**config.mk**
```make
export PLATFORM = sky130hd
export DESIGN_NAME = msi001_cfg_sequencer_flat
export DESIGN_NICKNAME = d
export VERILOG_FILES = /design/src/rtl/msi001_cfg_pkg.sv /design/src/rtl/msi001_cfg_if.sv /design/src/rtl/msi001_cfg_table.sv /design/src/rtl/msi001_cfg_sequencer.sv /design/src/flat_wrapper.sv
export SDC_FILE = /design/constraint.sdc
export NUM_CORES = 1
export LEC_CHECK = 0
export ABC_CLOCK_PERIOD_IN_PS = 2400
export CORE_MARGIN = 8
export CORE_UTILIZATION = 50
export CTS_CLUSTER_DIAMETER = 200
export DETAILED_ROUTE_END_ITERATION = 8
export DONT_BUFFER_PORTS = 1
export PLACE_DENSITY = 0.74
export SLEW_MARGIN = 20
export SYNTH_ARGS = -nofsm -noshare
export SYNTH_HDL_FRONTEND = slang
export SYNTH_SLANG_ARGS = --single-unit
```
**constraint.sdc**
```tcl
create_clock -name clk -period 2.4 [get_ports clk]
set_clock_uncertainty 0.05 [all_clocks]
set_input_delay 0.48 -clock clk [delete_from_list [all_inputs] [get_ports clk]]
set_output_delay 0.48 -clock clk [all_outputs]
set_load 0.02 [all_outputs]
```
**src/rtl/msi001_cfg_pkg.sv**
```systemverilog
// Shared types and constants for the MSI001 configuration sequencer.
// Default register table, alternate tuning word and FSM encoding.
package msi001_cfg_pkg;

  localparam int MSI001_WORD_W = 24;

  localparam logic [MSI001_WORD_W-1:0] MSI001_CFG_W0  = 24'hEBAEAB;
  localparam logic [MSI001_WORD_W-1:0] MSI001_CFG_W1  = 24'hEBAEAB;
  localparam logic [MSI001_WORD_W-1:0] MSI001_CFG_W2  = 24'hEBAEAB;
  localparam logic [MSI001_WORD_W-1:0] MSI001_CFG_ALT = 24'h09AFAB;

  localparam logic [2:0] ST_IDLE = 3'd0;
  localparam logic [2:0] ST_LOAD = 3'd1;
  localparam logic [2:0] ST_GO   = 3'd2;
  localparam logic [2:0] ST_WAIT = 3'd3;
  localparam logic [2:0] ST_GAP  = 3'd4;
  localparam logic [2:0] ST_FIN  = 3'd5;

  typedef enum logic [2:0] {
    S_IDLE = ST_IDLE,
    S_LOAD = ST_LOAD,
    S_GO   = ST_GO,
    S_WAIT = ST_WAIT,
    S_GAP  = ST_GAP,
    S_FIN  = ST_FIN
  } state_e;

  function automatic logic [MSI001_WORD_W-1:0] msi001_default(
    input logic [3:0] idx
  );
    case (idx)
      4'd0:    return MSI001_CFG_W0;
      4'd1:    return MSI001_CFG_W1;
      4'd2:    return MSI001_CFG_W2;
      default: return '0;
    endcase
  endfunction

endpackage

```
**src/rtl/msi001_cfg_if.sv**
```systemverilog
// Word handshake between the sequencer (master) and the SPI
// serializer (slave).
interface msi001_cfg_if;
  import msi001_cfg_pkg::*;

  logic [MSI001_WORD_W-1:0] spi_data;
  logic                     spi_go;
  logic                     spi_complete;

  modport master (
    output spi_data,
    output spi_go,
    input  spi_complete
  );

  modport slave (
    input  spi_data,
    input  spi_go,
    output spi_complete
  );

endinterface

```
**src/rtl/msi001_cfg_table.sv**
```systemverilog
// Register word table: constant ROM by default, writable array when
// MSI001_CFG_WR_EN is defined.
module msi001_cfg_table
  import msi001_cfg_pkg::*;
#(
  parameter int NUM_WORDS = 3
) (
`ifdef MSI001_CFG_WR_EN
  input  logic                     clk_i,
  input  logic                     rst_i,
  input  logic                     cfg_wr_i,
  input  logic [3:0]               cfg_addr_i,
  input  logic [MSI001_WORD_W-1:0] cfg_wdata_i,
`endif
  input  logic [3:0]               idx_i,
  output logic [MSI001_WORD_W-1:0] word_o
);

  logic                     hit;
  logic [MSI001_WORD_W-1:0] rd;

  assign hit    = int'(idx_i) < NUM_WORDS;
  assign word_o = hit ? rd : '0;

`ifdef MSI001_CFG_WR_EN
  logic [MSI001_WORD_W-1:0] tbl_q [NUM_WORDS];

  // Out-of-range addresses match no entry and are dropped.
  always_ff @(posedge clk_i) begin
    if (rst_i) begin
      for (int i = 0; i < NUM_WORDS; i++)
        tbl_q[i] <= msi001_default(4'(i));
    end else if (cfg_wr_i) begin
      for (int i = 0; i < NUM_WORDS; i++)
        if (cfg_addr_i == 4'(i))
          tbl_q[i] <= cfg_wdata_i;
    end
  end

  always_comb begin
    rd = '0;
    for (int i = 0; i < NUM_WORDS; i++)
      if (idx_i == 4'(i))
        rd = tbl_q[i];
  end
`else
  assign rd = msi001_default(idx_i);
`endif

endmodule

```
**src/rtl/msi001_cfg_sequencer.sv**
```systemverilog
// Walks the register table and feeds one word per go strobe to the
// MSI001 serializer. Optional write port: MSI001_CFG_WR_EN.
module msi001_cfg_sequencer
  import msi001_cfg_pkg::*;
#(
  parameter int NUM_WORDS   = 3,
  parameter int GAP_CYC     = 8,
  parameter int TIMEOUT_CYC = 4096
) (
  input  logic                     clk,
  input  logic                     rst,
  input  logic                     start,
  output logic                     busy,
  output logic                     done,
  output logic                     timeout_err,
  output logic [3:0]               word_idx,
`ifdef MSI001_CFG_WR_EN
  input  logic                     cfg_wr,
  input  logic [3:0]               cfg_addr,
  input  logic [MSI001_WORD_W-1:0] cfg_wdata,
`endif
  msi001_cfg_if.master             spi
);

  localparam int TW = (TIMEOUT_CYC > 1) ? $clog2(TIMEOUT_CYC) : 1;
  localparam int GW = (GAP_CYC > 0) ? $clog2(GAP_CYC + 1) : 1;
  localparam logic [TW-1:0] TO_LAST  = TW'(TIMEOUT_CYC - 1);
  localparam logic [GW-1:0] GAP_LAST = GW'((GAP_CYC > 0) ? GAP_CYC - 1 : 0);
  localparam logic [3:0]    IDX_LAST = 4'(NUM_WORDS - 1);

  state_e                   state_q, state_d;
  logic [3:0]               idx_q, idx_d;
  logic [MSI001_WORD_W-1:0] data_q, data_d;
  logic [TW-1:0]            to_q, to_d;
  logic [GW-1:0]            gap_q, gap_d;
  logic                     go_q, go_d;
  logic                     done_q, done_d;
  logic                     busy_q, busy_d;
  logic                     err_q, err_d;
  logic [MSI001_WORD_W-1:0] tbl_word;

  msi001_cfg_table #(
    .NUM_WORDS (NUM_WORDS)
  ) u_tbl (
`ifdef MSI001_CFG_WR_EN
    .clk_i       (clk),
    .rst_i       (rst),
    .cfg_wr_i    (cfg_wr),
    .cfg_addr_i  (cfg_addr),
    .cfg_wdata_i (cfg_wdata),
`endif
    .idx_i       (idx_q),
    .word_o      (tbl_word)
  );

  always_comb begin
    state_d = state_q;
    idx_d   = idx_q;
    data_d  = data_q;
    to_d    = to_q;
    gap_d   = gap_q;
    err_d   = err_q;
    unique case (state_q)
      S_IDLE: begin
        if (start) begin
          state_d = S_LOAD;
          idx_d   = '0;
          err_d   = 1'b0;
        end
      end
      S_LOAD: begin
        data_d  = tbl_word;
        state_d = S_GO;
      end
      S_GO: begin
        to_d    = '0;
        state_d = S_WAIT;
      end
      // Completion is checked first so it wins over a same-cycle timeout.
      S_WAIT: begin
        if (spi.spi_complete) begin
          if (idx_q == IDX_LAST) begin
            state_d = S_FIN;
          end else if (GAP_CYC == 0) begin
            state_d = S_LOAD;
            idx_d   = idx_q + 4'd1;
          end else begin
            state_d = S_GAP;
            gap_d   = '0;
          end
        end else if (to_q == TO_LAST) begin
          state_d = S_IDLE;
          idx_d   = '0;
          err_d   = 1'b1;
        end else begin
          to_d = to_q + 1'b1;
        end
      end
      S_GAP: begin
        if (gap_q == GAP_LAST) begin
          state_d = S_LOAD;
          idx_d   = idx_q + 4'd1;
        end else begin
          gap_d = gap_q + 1'b1;
        end
      end
      S_FIN: begin
        idx_d   = '0;
        state_d = S_IDLE;
      end
      default: state_d = S_IDLE;
    endcase
    go_d   = (state_d == S_GO);
    done_d = (state_d == S_FIN);
    busy_d = (state_d != S_IDLE);
  end

  always_ff @(posedge clk) begin
    if (rst) begin
      state_q <= S_IDLE;
      idx_q   <= '0;
      data_q  <= '0;
      to_q    <= '0;
      gap_q   <= '0;
      go_q    <= 1'b0;
      done_q  <= 1'b0;
      busy_q  <= 1'b0;
      err_q   <= 1'b0;
    end else begin
      state_q <= state_d;
      idx_q   <= idx_d;
      data_q  <= data_d;
      to_q    <= to_d;
      gap_q   <= gap_d;
      go_q    <= go_d;
      done_q  <= done_d;
      busy_q  <= busy_d;
      err_q   <= err_d;
    end
  end

  assign busy         = busy_q;
  assign done         = done_q;
  assign timeout_err  = err_q;
  assign word_idx     = idx_q;
  assign spi.spi_data = data_q;
  assign spi.spi_go   = go_q;

endmodule

```
**src/flat_wrapper.sv**
```systemverilog
// flat-port wrapper written by rule: the top's interface ports become plain ports
module msi001_cfg_sequencer_flat import msi001_cfg_pkg::*;
#(
  parameter int NUM_WORDS   = 3,
  parameter int GAP_CYC     = 8,
  parameter int TIMEOUT_CYC = 4096
)
  (clk, rst, start, busy, done, timeout_err, word_idx, spi_spi_data, spi_spi_go, spi_spi_complete);
  msi001_cfg_if spi_i ();
  input  logic clk;
  input  logic rst;
  input  logic start;
  output logic busy;
  output logic done;
  output logic timeout_err;
  output logic [3:0] word_idx;
  output wire logic [$bits(spi_i.spi_data)-1:0] spi_spi_data;
  output wire logic [$bits(spi_i.spi_go)-1:0] spi_spi_go;
  input wire logic [$bits(spi_i.spi_complete)-1:0] spi_spi_complete;
  assign spi_spi_data = spi_i.spi_data;
  assign spi_spi_go = spi_i.spi_go;
  assign spi_i.spi_complete = spi_spi_complete;
  msi001_cfg_sequencer #(.NUM_WORDS(NUM_WORDS), .GAP_CYC(GAP_CYC), .TIMEOUT_CYC(TIMEOUT_CYC)) u_core (.clk(clk), .rst(rst), .start(start), .busy(busy), .done(done), .timeout_err(timeout_err), .word_idx(word_idx), .spi(spi_i));
endmodule
```
==> results of run 1 <==
==> registers in the layout, indices dropped and copies added, names as in the netlist <==
name,flops
u_core.busy,1
u_core.done,1
u_core.gap_q,4
u_core.spi.spi_data,1
u_core.spi.spi_go,1
u_core.state_q,3
u_core.timeout_err,1
u_core.to_q,12
u_core.word_idx,4
==> per-stage QoR <==
step | power (W) | worst slack (ps) | area, µm² | hold slack [ps] | util (%)
after floorplan | 0.000718 | 566 | 1730 | 402 | -
after global placement | 0.000699 | 426 | 1650 | 422 | 49.7
after detailed placement | 0.000699 | 381 | 1650 | 421 | 49.7
after CTS | 0.000967 | 344 | 1690 | 125 | 51.1
after global routing | 0.00101 | 191 | 1690 | 114 | 51.1
final | 0.000952 | 341 | 1690 | 142 | 51.1
==> routing by layer <==
layer  routed length (µm)  GRT usage [%]  up-vias  share of wire (%)
met5                    0              0        -                  0
met4                   38           6.74        0                1.1
met3                  157           3.10        4                4.6
met2                 1670           21.7       21                 49
met1                 1530           15.7      660                 45
li1                     -              -      714                  -
==> critical path, stage by stage (launching register included) <==
cell	delay [ps]
dfxtp_1	420
ha_1	220
nand3_1	140
or3_2	560
a22oi_1	390
mux2i_1	220
==> cell families after synthesis <==
| logic type | after synthesis | share of synthesized area (%) |
|---|---|---|
| AOI/OAI and AO/OA | 48 | 17.5 |
| xor gates and xnor gates | 1 | 0.515 |
| adders and majority gates | 6 | 4.41 |
| buffers and inverters | 33 | 12.4 |
| DFF | 28 | 33.0 |
| muxes | 2 | 1.18 |
| other | 1 | 0.221 |
| and+or+nand+nor | 90 | 30.8 |
==> area by class of cell <==
class / count / area (µm²)
fill: 325 / 1620
multi-input combinational: 155 / 955
inverter: 3 / 11.3
clock buffer: 4 / 47.5
timing repair buffer: 6 / 57.6
sequential: 28 / 564
tap: 46 / 57.6
==> Yosys cell counts (all sizes together), types with 2 or more instances <==
cell | number | share of area [%]
nor2b | 2 | 0.74
a21oi | 20 | 5.9
a211oi | 3 | 1.3
or4 | 8 | 3.6
nand3 | 8 | 2.4
dfxtp | 28 | 33
mux2i | 2 | 1.2
and3b | 2 | 1.0
nor3b | 3 | 1.3
ha | 6 | 4.4
a311oi | 3 | 1.5
or3 | 5 | 2.0
o31ai | 8 | 3.5
buf | 24 | 10
nor2 | 15 | 3.3
inv | 3 | 0.66
nor3 | 13 | 3.8
clkbuf | 6 | 1.3
nand2b | 5 | 1.8
and3 | 2 | 0.74
nor4 | 2 | 1.1
nand2 | 14 | 3.1
nand3b | 2 | 0.88
o21ai | 7 | 2.1
nand4 | 4 | 2.4
==> final timing paths <==
check	end	cells past startpoint	slack, ps	start
worst max register to register	u_core.word_idx[1]$_SDFFE_PP0P_	5	340	u_core.to_q[0]$_SDFFE_PP0P_
worst min-delay path	u_core.spi.spi_data[22]$_SDFFE_PP0P_	1	140	rst
worst max-delay path	u_core.word_idx[1]$_SDFFE_PP0P_	5	340	u_core.to_q[0]$_SDFFE_PP0P_
worst min register to register	u_core.to_q[11]$_SDFFE_PP0P_	2	450	u_core.to_q[11]$_SDFFE_PP0P_
==> power groups by stage <==
stage	registers, W	logic [W]	clock network, W
floorplan	0.000514	0.000204	0
global placement	0.000527	0.000172	0
detailed placement	0.000527	0.000172	0
CTS	0.000517	0.000172	0.000278
global route	0.000522	0.000190	0.000295
finish	0.000516	0.000172	0.000263
==> metrics.txt, run 1 <==
# TYPE chip_impl_metric gauge
chip_impl_info{name="status",value="complete, no violations"} 1
chip_impl_metric{name="avgViaCountPerCell",unit=""} 5.78
chip_impl_metric{name="finalWirelength",unit="µm"} 3400
chip_impl_metric{name="number_of_clock_sinks",unit=""} 28
chip_impl_metric{name="initialDrtViolationCount",unit=""} 67
chip_impl_info{name="tritoncts",value="built"} 1
chip_impl_metric{name="groute.usage.overall",unit="%"} 13.2
chip_impl_metric{name="overflow",unit=""} 0
chip_impl_metric{name="p_sw_share",unit="%"} 30.9
chip_impl_metric{name="synth.lib_cells_used.distinct",unit=""} 44
chip_impl_metric{name="number_of_synthesized_flops_with_an_enable_pin",unit=""} 0
chip_impl_metric{name="post-dp-hpwl",unit="µm"} 2540
chip_impl_metric{name="finalMaxSlewViolations",unit=""} 0
chip_impl_metric{name="critical_path.max_fanout",unit=""} 5
chip_impl_metric{name="worstMarginPinSlew",unit="ps"} 510
chip_impl_info{name="rsz0062_at_grt",value="no"} 1
chip_impl_metric{name="row_count",unit=""} 21
chip_impl_metric{name="largest_net_degree_at_the_start_of_global_routing",unit=""} 19
chip_impl_info{name="worstSetupPathType",value="reg -> reg"} 1
chip_impl_metric{name="final_min_period_over_clock_period",unit="%"} 85.8
chip_impl_metric{name="netlist_instances",unit=""} 209
chip_impl_metric{name="mappedNetlistArea",unit="µm²"} 1700
chip_impl_metric{name="vdd_ir_drop_max",unit="mV"} 0.224
chip_impl_metric{name="dp_cells",unit=""} 238
chip_impl_metric{name="post_cts_hold_buffer_count",unit=""} 0
chip_impl_metric{name="post_cts_sizing",unit=""} 0
chip_impl_metric{name="drc",unit=""} 0
chip_impl_info{name="clock-root-buffer",value="clkbuf_4"} 1
chip_impl_metric{name="place_congestion",unit=""} 0.874
chip_impl_metric{name="port_buffers",unit=""} 0
chip_impl_info{name="critical_path_endpoint_category",value="register"} 1
chip_impl_metric{name="die_area",unit="µm²"} 5520
chip_impl_metric{name="finish.net_count",unit=""} 207
chip_impl_info{name="setup.worst_path.start_class",value="register"} 1
chip_impl_metric{name="die_ht",unit="µm"} 74.3
chip_impl_metric{name="post-route-min-period",unit="ps"} 2060
chip_impl_info{name="most-common-layout-cells",value="27 x dfxtp_1, 20 x a21oi_1, 15 x nor2_1"} 1
chip_impl_metric{name="cts.path.max_buffers",unit=""} 2
chip_impl_metric{name="starting_density_of_the_core",unit="%"} 51.4
chip_impl_metric{name="first_pass_grt_wire_length",unit="µm"} 5870
chip_impl_metric{name="core_region_area",unit="µm²"} 3310
chip_impl_metric{name="top_level_ports",unit=""} 36
chip_impl_metric{name="final_hold_viol_count",unit=""} 0
chip_impl_metric{name="drive_above_1_share",unit="%"} 9.69
chip_impl_metric{name="post-cts-setup-buffer-count",unit=""} 0
chip_impl_metric{name="syn_area_per_cell",unit="µm²"} 8.14
chip_impl_metric{name="synth-warning-count",unit=""} 0
chip_impl_metric{name="power.internal",unit="W"} 0.000658
chip_impl_metric{name="htree_levels",unit=""} 1
chip_impl_metric{name="vias_in_the_first_global_route",unit=""} 1344
chip_impl_metric{name="initial_antenna_violation_count",unit=""} 0
chip_impl_metric{name="antennaDiodeCount",unit=""} 0
chip_impl_metric{name="yosys_register_bits",unit=""} 28
chip_impl_metric{name="slew_headroom",unit="%"} 65.7
chip_impl_metric{name="fmax",unit="GHz"} 0.486
chip_impl_info{name="type_of_the_worst_min_delay_path",value="in -> reg"} 1
chip_impl_metric{name="clkTransAtPathRegs",unit="ps"} 150
chip_impl_metric{name="p_seq_share",unit="%"} 54.2
chip_impl_metric{name="area_growth",unit="%"} -0.442
chip_impl_info{name="final_common_cell",value="dfxtp_1"} 1
chip_impl_metric{name="synth.yosys.seq_area_share",unit="%"} 33.0
chip_impl_metric{name="report.final.setup_viol",unit=""} 0
chip_impl_metric{name="clock_latency",unit="ps"} 320
chip_impl_metric{name="routedWlPerCell",unit="µm"} 14.0
chip_impl_metric{name="worst-endpoint-arrival",unit="ps"} 2280
chip_impl_metric{name="power_dens_cells",unit="nW/µm²"} 562
chip_impl_metric{name="finalSetupTns",unit="ps"} 0
chip_impl_metric{name="vias",unit=""} 1399
chip_impl_metric{name="total_leakage_power",unit="nW"} 0.567
chip_impl_metric{name="p_sw",unit="W"} 0.000294
chip_impl_metric{name="cts-buffers-inserted",unit=""} 3
chip_impl_info{name="dominantRegCellSynth",value="dfxtp_1"} 1
chip_impl_metric{name="first_pass_detailed_route_iteration_total",unit=""} 4
chip_impl_metric{name="postSynth.asyncResetShare",unit="%"} 0
chip_impl_metric{name="relative_contribution_of_combinational_cells_to_total_power",unit="%"} 18.1
chip_impl_metric{name="clock_power_share",unit="%"} 27.7
chip_impl_metric{name="post_layout_nonfiller_instances",unit=""} 242
chip_impl_metric{name="die_x",unit="µm"} 74.3
chip_impl_metric{name="drv_cap",unit=""} 0
chip_impl_metric{name="critical_path_required",unit="ps"} 2620
chip_impl_metric{name="drtAntennaViolNets",unit=""} 0
(Power assumes the default switching activity.)
==> run 2, diff against run 1 <==
--- a/config.mk
+++ b/config.mk
@@ -7,11 +7,11 @@
 export LEC_CHECK = 0
 export ABC_CLOCK_PERIOD_IN_PS = 2400
 export CORE_MARGIN = 8
-export CORE_UTILIZATION = 50
+export CORE_UTILIZATION = 47
 export CTS_CLUSTER_DIAMETER = 200
 export DETAILED_ROUTE_END_ITERATION = 8
 export DONT_BUFFER_PORTS = 1
-export PLACE_DENSITY = 0.74
+export PLACE_DENSITY = 0.71
 export SLEW_MARGIN = 20
 export SYNTH_ARGS = -nofsm -noshare
 export SYNTH_HDL_FRONTEND = slang
==> run 2 against run 1 <==
Net effect:
- register-to-register slack worse by 40 ps
- via count increased by 0.29%
- maximum frequency down 2.1%
- critical path depth stayed put
- cell count increased by 0.83%
- first-iteration DRC count increased by 13%
- highest routed layer unchanged
==> metrics.txt, run 2 (synthesis results as in run 1) <==
# TYPE chip_impl_metric gauge
chip_impl_metric{name="power_dens_cells",unit="nW/µm²"} 532
chip_impl_metric{name="top_level_ports",unit=""} 36
chip_impl_metric{name="reg2reg_depth",unit=""} 5
chip_impl_metric{name="post-dp-hpwl",unit="µm"} 2470
chip_impl_info{name="critPathLaunch",value="u_core.to_q[0]$_SDFFE_PP0P_"} 1
chip_impl_info{name="worstSetupPathType",value="reg -> reg"} 1
chip_impl_metric{name="post_cts_sizing",unit=""} 0
chip_impl_metric{name="routedWlPerCell",unit="µm"} 13.9
chip_impl_metric{name="initial_antenna_violation_count",unit=""} 0
chip_impl_metric{name="critical_path_required",unit="ps"} 2620
chip_impl_metric{name="cts-buffers-inserted",unit=""} 3
chip_impl_metric{name="finalMaxSlewViolations",unit=""} 0
chip_impl_metric{name="r2r_slack",unit="ps"} 300
chip_impl_metric{name="avgViaCountPerCell",unit=""} 5.75
chip_impl_metric{name="post_cts_hold_buffer_count",unit=""} 0
chip_impl_metric{name="place_area",unit="µm²"} 1650
chip_impl_metric{name="report.final.setup_viol",unit=""} 0
chip_impl_info{name="critical_path_endpoint_category",value="register"} 1
chip_impl_metric{name="total_leakage_power",unit="nW"} 0.555
chip_impl_metric{name="post-cts-setup-buffer-count",unit=""} 0
chip_impl_metric{name="row_count",unit=""} 22
chip_impl_metric{name="fmax",unit="GHz"} 0.475
chip_impl_metric{name="starting_density_of_the_core",unit="%"} 47.5
chip_impl_metric{name="largest_reg_flops",unit=""} 12
chip_impl_metric{name="die_area",unit="µm²"} 5800
chip_impl_metric{name="number_of_clock_sinks",unit=""} 28
chip_impl_metric{name="die_ht",unit="µm"} 76.2
chip_impl_metric{name="area_growth",unit="%"} -1.55
chip_impl_metric{name="setup_ws",unit="ps"} 296
chip_impl_metric{name="clkTransAtPathRegs",unit="ps"} 150
chip_impl_metric{name="worstMarginPinSlew",unit="ps"} 550
chip_impl_metric{name="overflow",unit=""} 0
chip_impl_metric{name="finalSetupTns",unit="ps"} 0
chip_impl_metric{name="post-route-min-period",unit="ps"} 2100
chip_impl_metric{name="finish.instance_area",unit="µm²"} 1670
chip_impl_metric{name="placement.setup.worst_slack",unit="ps"} 332
chip_impl_info{name="type_of_the_worst_min_delay_path",value="in -> reg"} 1
chip_impl_info{name="most-common-layout-cells",value="27 x dfxtp_1, 20 x a21oi_1, 15 x nor2_1"} 1
chip_impl_metric{name="final_hold_viol_count",unit=""} 0
chip_impl_metric{name="core_region_area",unit="µm²"} 3580
chip_impl_metric{name="slew_headroom",unit="%"} 63.1
chip_impl_metric{name="htree_levels",unit=""} 1
chip_impl_metric{name="first_pass_grt_wire_length",unit="µm"} 5820
chip_impl_metric{name="worst-endpoint-arrival",unit="ps"} 2330
chip_impl_metric{name="finish.net_count",unit=""} 207
chip_impl_metric{name="vdd_ir_drop_max",unit="mV"} 0.356
chip_impl_metric{name="initialDrtViolationCount",unit=""} 76
chip_impl_metric{name="finalWirelength",unit="µm"} 3390
chip_impl_metric{name="clock_latency",unit="ps"} 330
chip_impl_metric{name="drtAntennaViolNets",unit=""} 0
chip_impl_info{name="setup.worst_path.start_class",value="register"} 1
chip_impl_metric{name="critical_path.max_fanout",unit=""} 5
chip_impl_metric{name="die_x",unit="µm"} 76.2
chip_impl_metric{name="drive_above_1_share",unit="%"} 9.18
chip_impl_info{name="tritoncts",value="built"} 1
chip_impl_metric{name="antennaDiodeCount",unit=""} 0
chip_impl_metric{name="largest_net_degree_at_the_start_of_global_routing",unit=""} 19
chip_impl_info{name="largest_register",value="u_core.to_q"} 1
chip_impl_info{name="rsz0062_at_grt",value="no"} 1
chip_impl_metric{name="groute.usage.overall",unit="%"} 11.7
chip_impl_metric{name="final_min_period_over_clock_period",unit="%"} 87.7
chip_impl_info{name="final_common_cell",value="dfxtp_1"} 1
chip_impl_metric{name="drv_cap",unit=""} 0
chip_impl_metric{name="place_congestion",unit=""} 0.829
chip_impl_metric{name="first_pass_detailed_route_iteration_total",unit=""} 4
chip_impl_info{name="reg2reg_to",value="u_core.word_idx[1]$_SDFFE_PP0P_"} 1
chip_impl_metric{name="filler_cell_count",unit=""} 378
chip_impl_metric{name="port_buffers",unit=""} 0
chip_impl_info{name="rr_startpoint",value="u_core.to_q[0]$_SDFFE_PP0P_"} 1
chip_impl_info{name="timing_endpoint_of_the_critical_path",value="u_core.word_idx[1]$_SDFFE_PP0P_"} 1
chip_impl_info{name="status",value="complete, no violations"} 1
chip_impl_metric{name="drc",unit=""} 0
chip_impl_metric{name="vias_in_the_first_global_route",unit=""} 1280
chip_impl_metric{name="cts.path.max_buffers",unit=""} 2
chip_impl_info{name="clock-root-buffer",value="clkbuf_4"} 1
chip_impl_metric{name="vias",unit=""} 1403
## run 2: cell counts in the layout (fill, tap and decap cells not counted)
Identical to the previous run, type by type.
## run 2: critical path, cell delays in order, from the launching register on
cell and delay, ps:
dfxtp_1 420, ha_1 230, nand3_1 140, or3_2 570, a22oi_1 380, mux2i_1 260
## run 2: layer usage
| metal | share of wire (%) | routed length [µm] | track usage (%) |
|---|---|---|---|
| met5 | 0 | 0 | 0 |
| met4 | 1.7 | 56 | 5.00 |
| met3 | 10 | 342 | 4.95 |
| met2 | 42 | 1410 | 16.9 |
| met1 | 47 | 1580 | 14.8 |
## run 2: cell type report
class                           count  area [µm²]  area share, %
Clock buffer                        4        26.3           1.57
Inverter                            3        11.3          0.673
Multi-Input combinational cell    155         955           57.0
Sequential cell                    28         564           33.7
Tap cell                           48        60.1           3.59
Timing Repair Buffer                6        57.6           3.44
## run 2: worst min-delay path by stage
stage	slack [ps]	startpoint	depth (start not counted)	to
after global placement	420	u_core.to_q[11]$_SDFFE_PP0P_	2	u_core.to_q[11]$_SDFFE_PP0P_
after detailed placement	430	u_core.to_q[11]$_SDFFE_PP0P_	2	u_core.to_q[11]$_SDFFE_PP0P_
after floorplan	400	u_core.to_q[11]$_SDFFE_PP0P_	2	u_core.to_q[11]$_SDFFE_PP0P_
after CTS	120	rst	1	u_core.spi.spi_data[22]$_SDFFE_PP0P_
final	130	rst	1	u_core.spi.spi_data[22]$_SDFFE_PP0P_
after global routing	120	rst	1	u_core.spi.spi_data[22]$_SDFFE_PP0P_
## run 2: power breakdown
part / total (W) / internal, W / switching, W
Combinational: 0.000160 / 0.0000508 / 0.000109
Clock: 0.000204 / 0.0000653 / 0.000139
Sequential: 0.000527 / 0.000480 / 0.0000478
## run 2: per-stage QoR
step                power [W]  hold slack, ps  cells  utilization [%]
floorplan            0.000718             402    216                -
global placement     0.000697             424    240             46.0
detailed placement   0.000696             427    240             46.0
CTS                  0.000901             120    244             46.8
global route         0.000935             121    244             46.8
finish               0.000891             127    244             46.8
==> RTL change 1, RTL diff (config.mk and constraints of run 1) <==
Put one more register stage on the output `word_idx`, with the module's reset. The value now appears one clock later. The other outputs are not delayed to match.
--- a/src/rtl/msi001_cfg_sequencer.sv
+++ b/src/rtl/msi001_cfg_sequencer.sv
@@ -144,3 +144,9 @@
   assign timeout_err  = err_q;
-  assign word_idx     = idx_q;
+  always_ff @(posedge clk) begin
+    if (rst) begin
+      word_idx <= '0;
+    end else begin
+      word_idx <= idx_q;
+    end
+  end
   assign spi.spi_data = data_q;
Check against the original RTL: same outputs for any inputs over 10 cycles, from zero or initial values and one cycle with rst high; that may be too few to reach the edited logic, so the function may still have changed.
==> RTL change 1 against run 1 <==
  * Critical path type unchanged
  * Largest cell class unchanged
  * Synthesized area up 8.0%
  * Wire length up 5.2%
  * Cell area up 7.9%
  * Fmax down 1.4%
  * Sequential cell count up 4
  * Total power up 19%
  * Worst setup slack worse by 0.029 ns
==> RTL change 1: results <==
[cells_and_area]
regArea_um2 = 644
n_all_inverters = 4
drive_above_1_share_pct = 10.7
clockBufferCount = 7
nFlopsAndLatches = 32
nNonClkBuffers = 4
multi_input_area_share_pct = 54.5
num-fill-cells = 357

[pwr]
power_density_mw_per_mm2 = 619
power_switching_w = 0.000341
seq-power_w = 0.000614
peakVddDrop_uv = 340
p_clk_share_pct = 35.3

[yosys]
ys_top_cells_by_area = dfxtp_1 (35%), buf_4 (9.4%), a21oi_1 (4.9%), ha_1 (4.1%), nand2_1 (3.9%)
synth_cell_types = 48
synth_commonest_cells = dfxtp_1 (32), buf_4 (23), nand2_1 (19)
synth_seq_area_share_pct = 34.9

[clocking]
path_clk_slew_ns = 0.07
cts_root_buffer = clkbuf_8
htreeDepth = 2
clk-insertion-delay-late_ns = 0.29

[global_routing]
grt_pass1_wl_um = 6120
grt_pass1_vias = 1325
grtUsageTotal_pct = 12.5

[setup_path]
cp.arrival_ns = 2.25
r2r_end = u_core.spi.spi_go$_SDFF_PP0_
r2r_slack_ns = 0.31
crit_fanout = 6
cp_slowest_cell = or4_4

[timing]
timing.hold.ws_ns = 0.195
tightestPinTransition_ns = 0.907

[run_status]
outcome = finished clean

[place]
place_area_mm2 = 0.00175

[die]
core-area_mm2 = 0.00361

[detailed_routing]
vias = 1490
RTL change 1: cell count changes after synthesis, sizes merged, moves of 3 or more:
cell and delta:
clkbuf +3, and2 +3, nand2 +5, nor3 -9, dfxtp +4, o211ai +3, or3 -4
RTL change 1: cells by family after synthesis:
group	synth area share, %
AOI/OAI and AO/OA	18.5
muxes	1.09
xor gates and xnor gates	0.477
adders and majority gates	4.09
and+or+nand+nor	28.4
DFF	34.9
buffers and inverters	12.3
other	0.204
RTL change 1: metal layers:
layer / routed length (um) / part of all wire (%) / global-route usage [%]
met5: 0 / 0 / 0
met4: 55 / 1.5 / 6.15
met3: 244 / 6.8 / 5.54
met2: 1620 / 45 / 18.4
met1: 1660 / 46 / 15.1
RTL change 1: stage by stage:
step | instances | utilization (%)
3_3_place_gp | 245 | 48.4
2_1_floorplan | 226 | -
5_1_grt | 253 | 50.7
4_1_cts | 253 | 50.7
3_5_place_dp | 245 | 48.4
6_report | 253 | 50.7
==> RTL change 2, RTL diff (settings of run 1) <==
Without the edit above. `GAP_CYC` is set to 8 in 2 places; all go to 16.
--- a/src/rtl/msi001_cfg_sequencer.sv
+++ b/src/rtl/msi001_cfg_sequencer.sv
@@ -6,3 +6,3 @@
   parameter int NUM_WORDS   = 3,
-  parameter int GAP_CYC     = 8,
+  parameter int GAP_CYC     = 16,
   parameter int TIMEOUT_CYC = 4096
--- a/src/flat_wrapper.sv
+++ b/src/flat_wrapper.sv
@@ -4,3 +4,3 @@
   parameter int NUM_WORDS   = 3,
-  parameter int GAP_CYC     = 8,
+  parameter int GAP_CYC     = 16,
   parameter int TIMEOUT_CYC = 4096
Function: same outputs for any inputs over 10 cycles, from zero or initial values and one cycle with rst high; that may be too few to reach the edited logic, so the function may still have changed.
==> RTL change 2 against run 1 <==
  * Synthesized area grew 4.9%
  * Sequential power grew 8.7%
  * Critical path depth is the same
  * Worst setup slack gained 0.071 ns
  * Critical path type unchanged
  * Die area grew 3.9%
  * Non-clock buffer count shrank 2
  * Wire length grew 3.0%
  * Total power shrank 0.73%
  * Cell area grew 2.1%
  * Largest cell class unchanged
  * Sequential cell count grew 1
  * Highest routed layer unchanged
==> RTL change 2: results <==
[global_routing]
grt_use_met3_pct = 4.87
use_met1_pct = 14.9
grt_pass1_vias = 1267
gr-usage-met2_pct = 20.9
grt_pass1_wl_um = 5660
grtUsageTotal_pct = 13.0

[detailed_routing]
drtIter0Drc = 86
ant_nets = 0
wl_um = 3500
vias_per_cell = 5.82
highest_layer = met4
wl_met3_um = 297
dr_wl_met2_um = 1590
wl_met1_um = 1560

[yosys]
synth_commonest_cells = dfxtp_1 (29), buf_4 (26), nand2_1 (14)
ys_top_cells_by_area = dfxtp_1 (33%), buf_4 (11%), ha_1 (4.9%), nand2_1 (2.9%), a21oi_1 (2.8%)
async_flop_share_pct = 0
synth_warnings = 0
synth_cell_types = 49
synth_ff_type = dfxtp_1
syn_area_per_cell_um2 = 8.50
synth_seq_area_share_pct = 32.5

[pwr]
powerComb_w = 0.000101
power_frac_seq_pct = 59.4
pwr-share-comb_pct = 10.7
peakVddDrop_uv = 330
p_leak_nw = 0.591
power_switching_w = 0.000308

[setup_path]
cp.arrival_ns = 2.21
cpPeakStageDelay_ns = 0.55
cp_slowest_cell = dfxtp_1
critPathTopFamily = compound AO/OA/AOI/OAI gates
crit_fanout = 6

[place]
routabilityCongestion = 0.824
dp_hpwl_um = 2500
dpl_worst_slack_ns = 0.426

[clocking]
clk-insertion-delay-late_ns = 0.34
cts_buffers = 5
htreeDepth = 2
path_clk_slew_ns = 0.10
post-cts-setup-buffer-count = 0
cts_root_buffer = clkbuf_4

[cells_and_area]
drive_above_1_share_pct = 12.7
top_register = u_core.to_q
fin_nets = 207
final_cells = 243
largest_reg_flops = 12

[min_path]
hold_path_depth = 1

[timing]
maxSlewHeadroom_pct = 39.7

[run_status]
outcome = finished clean
==> RTL change 2: cell count changes after synthesis, moves of 3 or more <==
cell | run 1 | this run
a21oi_1 | 20 | 10
nor3_1 | 13 | 4
nor2_1 | 15 | 8
a21boi_0 | 1 | 5
inv_1 | 3 | 7
o31ai_1 | 8 | 4
or3_1 | 3 | 7
a311oi_1 | 3 | 0
buf_4 | 23 | 26
nand2b_1 | 5 | 2
nand4_1 | 3 | 6
o211ai_1 | 0 | 3
or3b_2 | 1 | 4
==> RTL change 2: path summary, 6_finish.rpt <==
path | start | slack [ns] | to
worst min-delay path | rst | 0.14 | u_core.spi.spi_data[22]$_SDFFE_PP0P_
worst min register to register | u_core.state_q[2]$_SDFF_PP0_ | 0.42 | u_core.state_q[0]$_SDFF_PP0_
worst max-delay path | u_core.word_idx[1]$_SDFFE_PP0P_ | 0.41 | u_core.gap_q[3]$_SDFFE_PP0P_
worst max register to register | u_core.word_idx[1]$_SDFFE_PP0P_ | 0.41 | u_core.gap_q[3]$_SDFFE_PP0P_
==> RTL change 2: logic make-up (layout without fill, tap and decap cells) <==
group	Yosys count	in the layout	share of synthesized area (%)
buf+inv	39	19	14.1
mux	4	4	2.24
other cells	1	8	0.210
xor+xnor	1	1	0.491
flops	29	29	32.5
fa+ha+maj	7	7	4.91
simple gates	81	81	27.7
compound gates	48	48	17.8
==> RTL change 2: cell type report <==
class,instances,area (um2)
clock inverters,2,10.0
repair buffers,4,30.0
inverters,7,26.3
fillers,329,1660
flip-flops and latches,29,584
multi-input cells,149,978
clock buffers,6,41.3
well taps,46,57.6
==> RTL change 2: stage by stage <==
stage / cell area (um2) / utilization (%)
after floorplan: 1810 / -
after global placement: 1680 / 49.5
after detailed placement: 1680 / 49.5
after CTS: 1730 / 51.0
after global routing: 1730 / 51.0
final: 1730 / 51.0
